--- src/rtl/fetch_pkg.sv ---
// Shared types and constants for the instruction fetch buffer.
// Optional feature macro used by fetch_buf: FETCH_BUF_BYPASS_EN.
package fetch_pkg;

   localparam int          FETCH_DEPTH_DEF = 4;
   localparam logic [31:0] PC_STEP         = 32'd4;

   // One buffered fetch: the address and the word read from it
   typedef struct packed {
      logic [31:0] pc;
      logic [31:0] instr;
   } fetch_entry_t;

   // Sequential fetch address, wrapping modulo 2^32
   function automatic logic [31:0] nextPc(input logic [31:0] pc);
      return pc + PC_STEP;
   endfunction

endpackage

--- src/rtl/fetch_fifo.sv ---
// Circular queue of fetched instructions with a flush.
// DEPTH must be a power of two so the pointers wrap naturally.
module fetch_fifo
   import fetch_pkg::*;
#(
   parameter int DEPTH = FETCH_DEPTH_DEF
) (
   input  logic                         clk,
   input  logic                         rst,
   input  logic                         flush,
   input  logic                         enq,
   input  fetch_entry_t                 enqData,
   input  logic                         deq,
   output fetch_entry_t                 head,
   output logic [$clog2(DEPTH+1)-1:0]   count,
   output logic                         empty,
   output logic                         full
);

   localparam int             PW         = $clog2(DEPTH);
   localparam int             CW         = $clog2(DEPTH+1);
   localparam logic [CW-1:0]  FULL_COUNT = CW'(DEPTH);

   fetch_entry_t   mem [DEPTH];
   logic [PW-1:0]  wrPtr;
   logic [PW-1:0]  rdPtr;

   // Pointer and occupancy bookkeeping; a flush empties the queue at once
   always_ff @(posedge clk or negedge rst) begin
      if (!rst) begin
         wrPtr <= '0;
         rdPtr <= '0;
         count <= '0;
      end else if (flush) begin
         wrPtr <= '0;
         rdPtr <= '0;
         count <= '0;
      end else begin
         if (enq) wrPtr <= wrPtr + 1'b1;
         if (deq) rdPtr <= rdPtr + 1'b1;
         case ({enq, deq})
            2'b10:   count <= count + 1'b1;
            2'b01:   count <= count - 1'b1;
            default: count <= count;
         endcase
      end
   end

   // Entry storage needs no reset; stale words are hidden by the count
   always_ff @(posedge clk) begin
      if (enq) mem[wrPtr] <= enqData;
   end

   assign head  = mem[rdPtr];
   assign empty = (count == '0);
   assign full  = (count == FULL_COUNT);

endmodule

--- src/rtl/fetch_buf.sv ---
// Instruction fetch buffer: owns the fetch PC, queues fetched words for
// decode and restarts fetching on a redirect from execute.
// Define FETCH_BUF_BYPASS_EN to let an empty buffer pass the memory word
// straight to decode in the same cycle.
module fetch_buf
   import fetch_pkg::*;
#(
   parameter int          DEPTH    = FETCH_DEPTH_DEF,
   parameter logic [31:0] RESET_PC = 32'h0000_0000
) (
   input  logic        clk,
   input  logic        rst,
   output logic [31:0] imem_addr,
   input  logic [31:0] imem_instr,
   input  logic        redirect,
   input  logic [31:0] redirect_pc,
   input  logic        deq_ready,
   output logic        instr_valid,
   output logic [31:0] instr,
   output logic [31:0] instr_pc
);

   localparam int CW = $clog2(DEPTH+1);

   logic [31:0]    fetchPc;
   logic [CW-1:0]  count;
   logic           fifoEmpty;
   logic           fifoFull;
   fetch_entry_t   headEntry;
   fetch_entry_t   newEntry;
   logic           enq;
   logic           deq;
   logic           bypassTake;
   logic           pcAdvance;

   assign imem_addr = fetchPc;
   assign newEntry  = '{pc: fetchPc, instr: imem_instr};

   // Decide this cycle's queue movements; a redirect freezes both sides
   always_comb begin
      deq        = !redirect && !fifoEmpty && deq_ready;
`ifdef FETCH_BUF_BYPASS_EN
      bypassTake = !redirect && fifoEmpty && deq_ready;
`else
      bypassTake = 1'b0;
`endif
      enq        = !redirect && !bypassTake && (!fifoFull || deq);
      pcAdvance  = enq || bypassTake;
   end

   // Present the head entry to decode, or the live memory word when bypassing
   always_comb begin
      instr_valid = !fifoEmpty;
      instr       = fifoEmpty ? 32'h0 : headEntry.instr;
      instr_pc    = fifoEmpty ? 32'h0 : headEntry.pc;
`ifdef FETCH_BUF_BYPASS_EN
      if (rst && fifoEmpty && !redirect) begin
         instr_valid = 1'b1;
         instr       = imem_instr;
         instr_pc    = fetchPc;
      end
`endif
   end

   // Fetch address: redirect wins, otherwise step whenever a word is taken
   always_ff @(posedge clk or negedge rst) begin
      if (!rst) begin
         fetchPc <= RESET_PC;
      end else if (redirect) begin
         fetchPc <= redirect_pc;
      end else if (pcAdvance) begin
         fetchPc <= nextPc(fetchPc);
      end
   end

   fetch_fifo #(
      .DEPTH (DEPTH)
   ) u_fifo (
      .clk     (clk),
      .rst     (rst),
      .flush   (redirect),
      .enq     (enq),
      .enqData (newEntry),
      .deq     (deq),
      .head    (headEntry),
      .count   (count),
      .empty   (fifoEmpty),
      .full    (fifoFull)
   );

endmodule

--- config.mk ---
export PLATFORM = sky130hd
export DESIGN_NAME = fetch_buf
export DESIGN_NICKNAME = d
export VERILOG_FILES = /design/src/rtl/fetch_pkg.sv /design/src/rtl/fetch_fifo.sv /design/src/rtl/fetch_buf.sv
export SDC_FILE = /design/constraint.sdc
export NUM_CORES = 1
export LEC_CHECK = 0
export BUFFER_PORTS_ARGS = -buffer_cell sky130_fd_sc_hd__buf_4
export CORE_UTILIZATION = 59
export CTS_BUF_LIST = sky130_fd_sc_hd__clkbuf_2 sky130_fd_sc_hd__clkbuf_4 sky130_fd_sc_hd__clkbuf_8
export DETAILED_ROUTE_END_ITERATION = 6
export GPL_TIMING_DRIVEN = 0
export PLACE_DENSITY = 0.82
export SLEW_MARGIN = 15
export SYNTH_ARGS = -nofsm -noshare
export SYNTH_HDL_FRONTEND = slang
export SYNTH_SLANG_ARGS = --single-unit
--- constraint.sdc ---
create_clock -name clk -period 3.4 [get_ports clk]
set_input_delay 0.68 -clock clk [delete_from_list [all_inputs] [get_ports clk]]
set_output_delay 0.68 -clock clk [all_outputs]
set_load 0.005 [all_outputs]
# Word level (Yosys, flattened, before mapping)
# Memories as Yosys holds them, arrays and structs flattened.
# Index checks and enable logic that the tools add are counted.
dict set report word_totals {
  regBits 39
  latchBits 0
  ramBits 256
  rom_bits 0
  input_bits 68
  out_inout_bits 97
  word_cells 36
  mem_count 1
}
dict set report op_classes {
  n_addsub 5
  n_mul 0
  div 0
  magnitude_cmp 0
  eq_ne 3
  n_shift 0
  n_mux 12
  bitwise_logic 0
  n_reduce_logical 11
}
# memory depth word_bits rd rd_clocked_by_memory_dff wr line
set mem_list {}
lappend mem_list {u_fifo.mem 4 64 1 0 1 fetch_fifo.sv:24} ;# fetch_entry_t mem [DEPTH];
# operator count
set op_table {}
lappend op_table {{32-bit two-way mux} 4}
lappend op_table {{32-bit by 3-bit adder with 32-bit output (second input constant)} 1}
lappend op_table {{2-bit two-way mux} 4}
lappend op_table {{3-bit case mux with 2 select lines} 1}
lappend op_table {{2-bit by 1-bit adder with 2-bit output (second input constant)} 2}
lappend op_table {{2-bit nonzero test} 2}
lappend op_table {{3-bit by 1-bit adder with 3-bit output (second input constant)} 1}
lappend op_table {{3-bit equality test (second input constant)} 1}
lappend op_table {{1-bit logical AND} 3}
lappend op_table {{1-bit zero test} 3}
lappend op_table {{3-bit zero test} 1}
lappend op_table {{3-bit two-way mux} 1}
lappend op_table {{3-bit nonzero test} 1}
lappend op_table {{3-bit by 1-bit subtractor with 3-bit output (second input constant)} 1}
lappend op_table {{2-bit by 1-bit equality test with 1-bit output (second input constant)} 1}
lappend op_table {{2-bit equality test (second input constant)} 1}
lappend op_table {{1-bit two-way mux} 2}
lappend op_table {{1-bit logical OR} 1}

# Depth between registers and ports, before layout
dict set report logic_depth {
  word_depth 9
  ltp_mapped 8
  ltp_nobuf 7
}

# Hierarchy
# Synthesis repeated with hierarchy kept, for this count alone.
dict set report unflattened {
  hier_cells 671
  area_unflattened_um2 12080.3
}
# mod n_inst cells_per_inst area_each_um2 seq_area_each_um2
set by_module_without_submodules {}
lappend by_module_without_submodules {fetch_fifo 1 375 9659.3 7862.5}
lappend by_module_without_submodules {fetch_buf 1 296 2421.1 800.8}

# Worst setup path before layout
# OpenSTA, ideal clock, no wires.
dict set report synth_timing {
  path_kind {input -> register}
  from {in redirect}
  to {mem u_fifo.mem[0][0] (netlist bit), enable pin}
  setup_ns 0.429
  arrival_time_ns 2.794
  path_slack_ns 0.177
  cell_stages 4
  path_buffers 2
  cell_sequence {buf_1 > clkbuf_1 > nor2_1 > and2_1}
}
dict set report synth_between {
  elab_chain_len 7
}
# item line
set synth_lines {}
lappend synth_lines {{from (decl)} fetch_buf.sv:15} ;# input logic redirect,
lappend synth_lines {{1-bit zero test *} {fetch_buf.sv:41, fetch_buf.sv:47}}
lappend synth_lines {{1-bit logical AND (2 in a row)} fetch_buf.sv:41} ;# deq = !redirect && !fifoEmpty && deq_ready;
lappend synth_lines {{1-bit logical OR} fetch_buf.sv:47} ;# enq = !redirect && !bypassTake && (!fifoFull || deq);
lappend synth_lines {{1-bit logical AND *} fetch_buf.sv:47}
lappend synth_lines {{1-bit two-way mux *} fetch_fifo.sv:51} ;# if (enq) mem[wrPtr] <= enqData;
lappend synth_lines {{1-bit two-way mux (not written as such) *} fetch_fifo.sv:51}
lappend synth_lines {{to (decl)} fetch_fifo.sv:24}
# Mark *: on every way between the ends. The rest lies on a longest branch, timed or not.

# Worst setup path in the final report
dict set report layout_timing {
  from {reg u_fifo.rdPtr[0]}
  to {out instr_pc[28]}
}
dict set report layout_between {
  elab_chain_len 2
}
# item line
set layout_lines {}
lappend layout_lines {{from (decl)} fetch_fifo.sv:26} ;# logic [PW-1:0] rdPtr;
lappend layout_lines {{from (signal assigned)} fetch_fifo.sv:40} ;# if (deq) rdPtr <= rdPtr + 1'b1;
lappend layout_lines {{memory read 4 x 64 bit} -}
lappend layout_lines {{32-bit two-way mux} fetch_buf.sv:55} ;# instr_pc = fifoEmpty ? 32'h0 : headEntry.pc;
lappend layout_lines {{to (decl)} fetch_buf.sv:20} ;# output logic [31:0] instr_pc
# No other way between the ends.

==> results.rst <==
.. list-table::
   :header-rows: 1

   * - Metric
     - Value
   * - Initial cell density of the core
     - 0.6080
   * - Critical path's slowest cell
     - sky130_fd_sc_hd__mux4_2
   * - Antenna violations before repair
     - 0
   * - Final Setup Violations
     - 0
   * - First-pass GRT wire length
     - between 30000 and 40000 um
   * - First-pass detailed-route iteration total
     - 5
   * - Share of total power consumed by net switching
     - 0.2671
   * - Total of max-cap violations
     - 0
   * - Part of the Yosys area used for sequential elements
     - 0.7227
   * - Largest clock skew in the final design
     - 13.18 ps
   * - Cell Area, Synth
     - ~0.012 mm^2
   * - Remaining Overflow, GRT
     - 0
   * - Register share of total power
     - 0.445
   * - Antenna diodes
     - 0
   * - Reg-to-reg slack, setup
     - approximately 1100 ps
   * - Count of mapped cells out of synthesis
     - roughly 650
   * - Deepest level of the CTS H-tree
     - 2
   * - Hold WC Path Type
     - in2async
   * - Leakage power
     - a little over 5 nW
   * - Number of core rows
     - 51
   * - Critical Path Source Type
     - flip-flop
   * - Number of global-route vias before repair
     - between 6k and 7k
   * - Top fanout value on the critical path
     - 10
   * - NetSw
     - approximately 2.7 mW
   * - Initial detailed-routing violation count
     - 361
   * - Share of the clock period used by the worst path after layout
     - 0.9514
   * - Max Clk Rate
     - roughly 0.31 GHz
   * - Total power divided by cell area
     - 694.9 mW/mm^2
   * - CP most frequent cell
     - sky130_fd_sc_hd__buf_2
   * - Number of nets in the layout
     - between 900 and 1k
   * - Post-synth EDFFs
     - between 200 and 300
   * - RD Place Congestion
     - a little over 0.9
   * - Design Area, Final
     - between 0.01 and 0.015 mm^2
   * - Ordered cell list for the critical path
     - buf_2, buf_2, mux4_2, and2_1, buf_4
   * - Number of cell instances on the worst register-to-register path
     - 7
   * - Post-synthesis area per instance
     - around 18 um^2
   * - Routed Antenna Nets
     - 0
   * - Number of storage elements in the synthesis netlist
     - around 300
   * - Number of setup buffers added after CTS
     - 0
   * - Wirelength, routed
     - 23810 um
   * - Worst voltage drop across the vdd grid
     - 0.4093 mV
   * - Crit-path max cell delay
     - ~540 ps
   * - Most common library cell in the layout ignoring fill and taps
     - sky130_fd_sc_hd__edfxtp_1
   * - Vias post-DR
     - roughly 6.6k
   * - Area of the core region
     - around 0.02 mm^2
   * - Largest net degree at the start of global routing
     - between 40 and 50
   * - Count of hold-fix buffers inserted at cts
     - 0
   * - Final min period
     - roughly 3200 ps
   * - # IOs
     - ~170
   * - Port Buffer Count
     - about 160
   * - Share of synthesized registers carrying an async set or reset
     - 0.1322
   * - Worst EP required
     - around 2700 ps
   * - Least-Margin Pin Slew
     - about 670 ps
   * - Hold violation count in the final report
     - 0
   * - Mean routed wirelength per cell
     - roughly 20 um
   * - Combinational fraction of design power
     - 0.279
   * - Chip width
     - approximately 140 um
   * - Cell area after placement
     - between 0.01 and 0.015 mm^2
   * - RSZ-0062 raised after global routing
     - no
   * - Critical Path End Type
     - output pin
   * - Arrival time reported for the critical path endpoint
     - ~2600 ps
   * - Synthesis warning total
     - 0
   * - Number of pins exceeding their max-slew limit in the final report
     - 0
   * - Highest-count cells in the layout ignoring fill and taps
     - sky130_fd_sc_hd__edfxtp_1, sky130_fd_sc_hd__buf_4, sky130_fd_sc_hd__and2_1, sky130_fd_sc_hd__mux4_2, sky130_fd_sc_hd__clkbuf_8
   * - Clock power share
     - 0.276
   * - Status
     - completed
   * - TritonCTS clock tree
     - done
   * - Clk sinks
     - between 200 and 300
   * - Area growth from synthesis to final layout
     - 21.37%
   * - Share of layout cells above drive strength 1
     - 0.3820
   * - Clk slew on worst S/H paths
     - roughly 60 ps
   * - Total Die Area
     - between 0.02 and 0.025 mm^2
   * - TritonCTS buffer count
     - 45
   * - Die Ht
     - ~140 um
   * - Worst hold margin
     - between 100 and 150 ps
   * - Class of the most critical setup path
     - reg2out
   * - Ratio of routed vias to standard cells
     - roughly 5.7
   * - Setup TNS
     - 0 ps
   * - Endpoint of the worst register-to-register path
     - u_fifo.mem[3][16]
   * - Worst relative slew slack
     - 0.5560
   * - Post-detailed-placement half-perimeter wirelength
     - ~16000 um
   * - Overall global routing resource usage
     - 0.2361
   * - Unique masters post-synth
     - 44
   * - Reg-to-Reg Start
     - u_fifo.count[0]
   * - Clk buf depth
     - 3
   * - Residual DRC
     - 0
   * - Predominant post-synthesis flop cell
     - sky130_fd_sc_hd__edfxtp_1
   * - Latest clock arrival within the worst-skew pair
     - ~540 ps
   * - Internal power
     - ~7.4 mW
   * - Root buf cell
     - sky130_fd_sc_hd__clkbuf_8
   * - Synthesized netlist net count
     - between 700 and 800
sequential cells by signal, indices dropped and copies added, names as in the netlist:
| signal | count |
|---|---|
| imem_addr | 32 |
| u_fifo.count | 3 |
| u_fifo.mem | 256 |
| u_fifo.rdPtr | 2 |
| u_fifo.wrPtr | 2 |
power by group through the flow:
stage | logic, mW | clock network [mW] | registers, mW
6_report | 2.82 | 2.79 | 4.50
3_3_place_gp | 2.78 | 0 | 4.57
3_5_place_dp | 2.87 | 0 | 4.57
2_1_floorplan | 1.54 | 0 | 4.52
5_1_grt | 3.11 | 3.00 | 4.52
4_1_cts | 2.88 | 2.86 | 4.50
critical path: cells and delay by family (launching register included):
kind,cells,cell delay (ps)
DFF,1,390
muxes,1,540
buffers and inverters,3,880
and+or+nand+nor,1,200
cells by family after synthesis:
family | Yosys count | synth area share
compound gates | 33 | 0.01701
fa+ha+maj | 7 | 0.007306
buf+inv | 41 | 0.01607
xor+xnor | 30 | 0.02192
simple gates | 172 | 0.08653
mux | 73 | 0.1285
flops | 295 | 0.7227
worst max path at each step:
stage,from,to,slack [ps],cells past startpoint
2_1_floorplan,redirect,u_fifo.mem[0][0],180,4
3_3_place_gp,redirect,u_fifo.mem[1][7],-1410,5
3_5_place_dp,redirect,u_fifo.mem[0][16],450,6
4_1_cts,u_fifo.rdPtr[0],instr[24],50,5
5_1_grt,u_fifo.count[0],instr[24],20,7
6_report,u_fifo.rdPtr[0],instr_pc[28],170,5
per-layer routing:
layer,routed length (um),global-route usage,up-vias
li1,-,-,2960
met1,9753,0.3134,3348
met2,11880,0.3892,288
met3,1839,0.05629,32
met4,338,0.07424,0
met5,0,0,-
Yosys cell counts, drive strengths merged (3+ instances only):
| cell type | n | share of area |
|---|---|---|
| and2 | 71 | 0.037 |
| and3 | 3 | 0.0016 |
| and4 | 3 | 0.0023 |
| buf | 16 | 0.0082 |
| clkbuf | 19 | 0.0059 |
| dfrtp | 39 | 0.081 |
| edfxtp | 256 | 0.64 |
| ha | 7 | 0.0073 |
| inv | 6 | 0.0019 |
| mux2 | 7 | 0.0066 |
| mux4 | 64 | 0.12 |
| nand2 | 41 | 0.013 |
| nand3 | 10 | 0.0073 |
| nand4 | 6 | 0.0031 |
| nor2 | 14 | 0.0046 |
| nor3 | 6 | 0.0025 |
| nor4 | 9 | 0.0091 |
| o21ai | 25 | 0.010 |
| xnor2 | 17 | 0.012 |
| xor2 | 13 | 0.0095 |
through the flow:
stage               cells  setup slack (ps)  utilization  power, mW
floorplan             651             177.2            -      6.061
global placement     1080             -1406       0.6872      7.348
detailed placement   1084             454.3       0.6933      7.440
CTS                  1163             54.38       0.7375      10.24
global route         1163             19.08       0.7379      10.64
finish               1163             165.1       0.7379      10.11
layout make-up:
cell class | count | area [um^2]
inverters | 6 | 22.52
repair buffers | 168 | 1341
clock buffers | 66 | 789.5
fillers | 1212 | 5169
well taps | 265 | 331.6
clock inverters | 13 | 80.08
flip-flops and latches | 295 | 8663
plain buffers | 35 | 178.9
multi-input cells | 315 | 3142
what timing repair did:
item	CTS	global route
hold endpoints to repair	0	0
endpoints found under the setup margin	16	17
resized for setup	1	3
(Power assumes the default switching activity.)
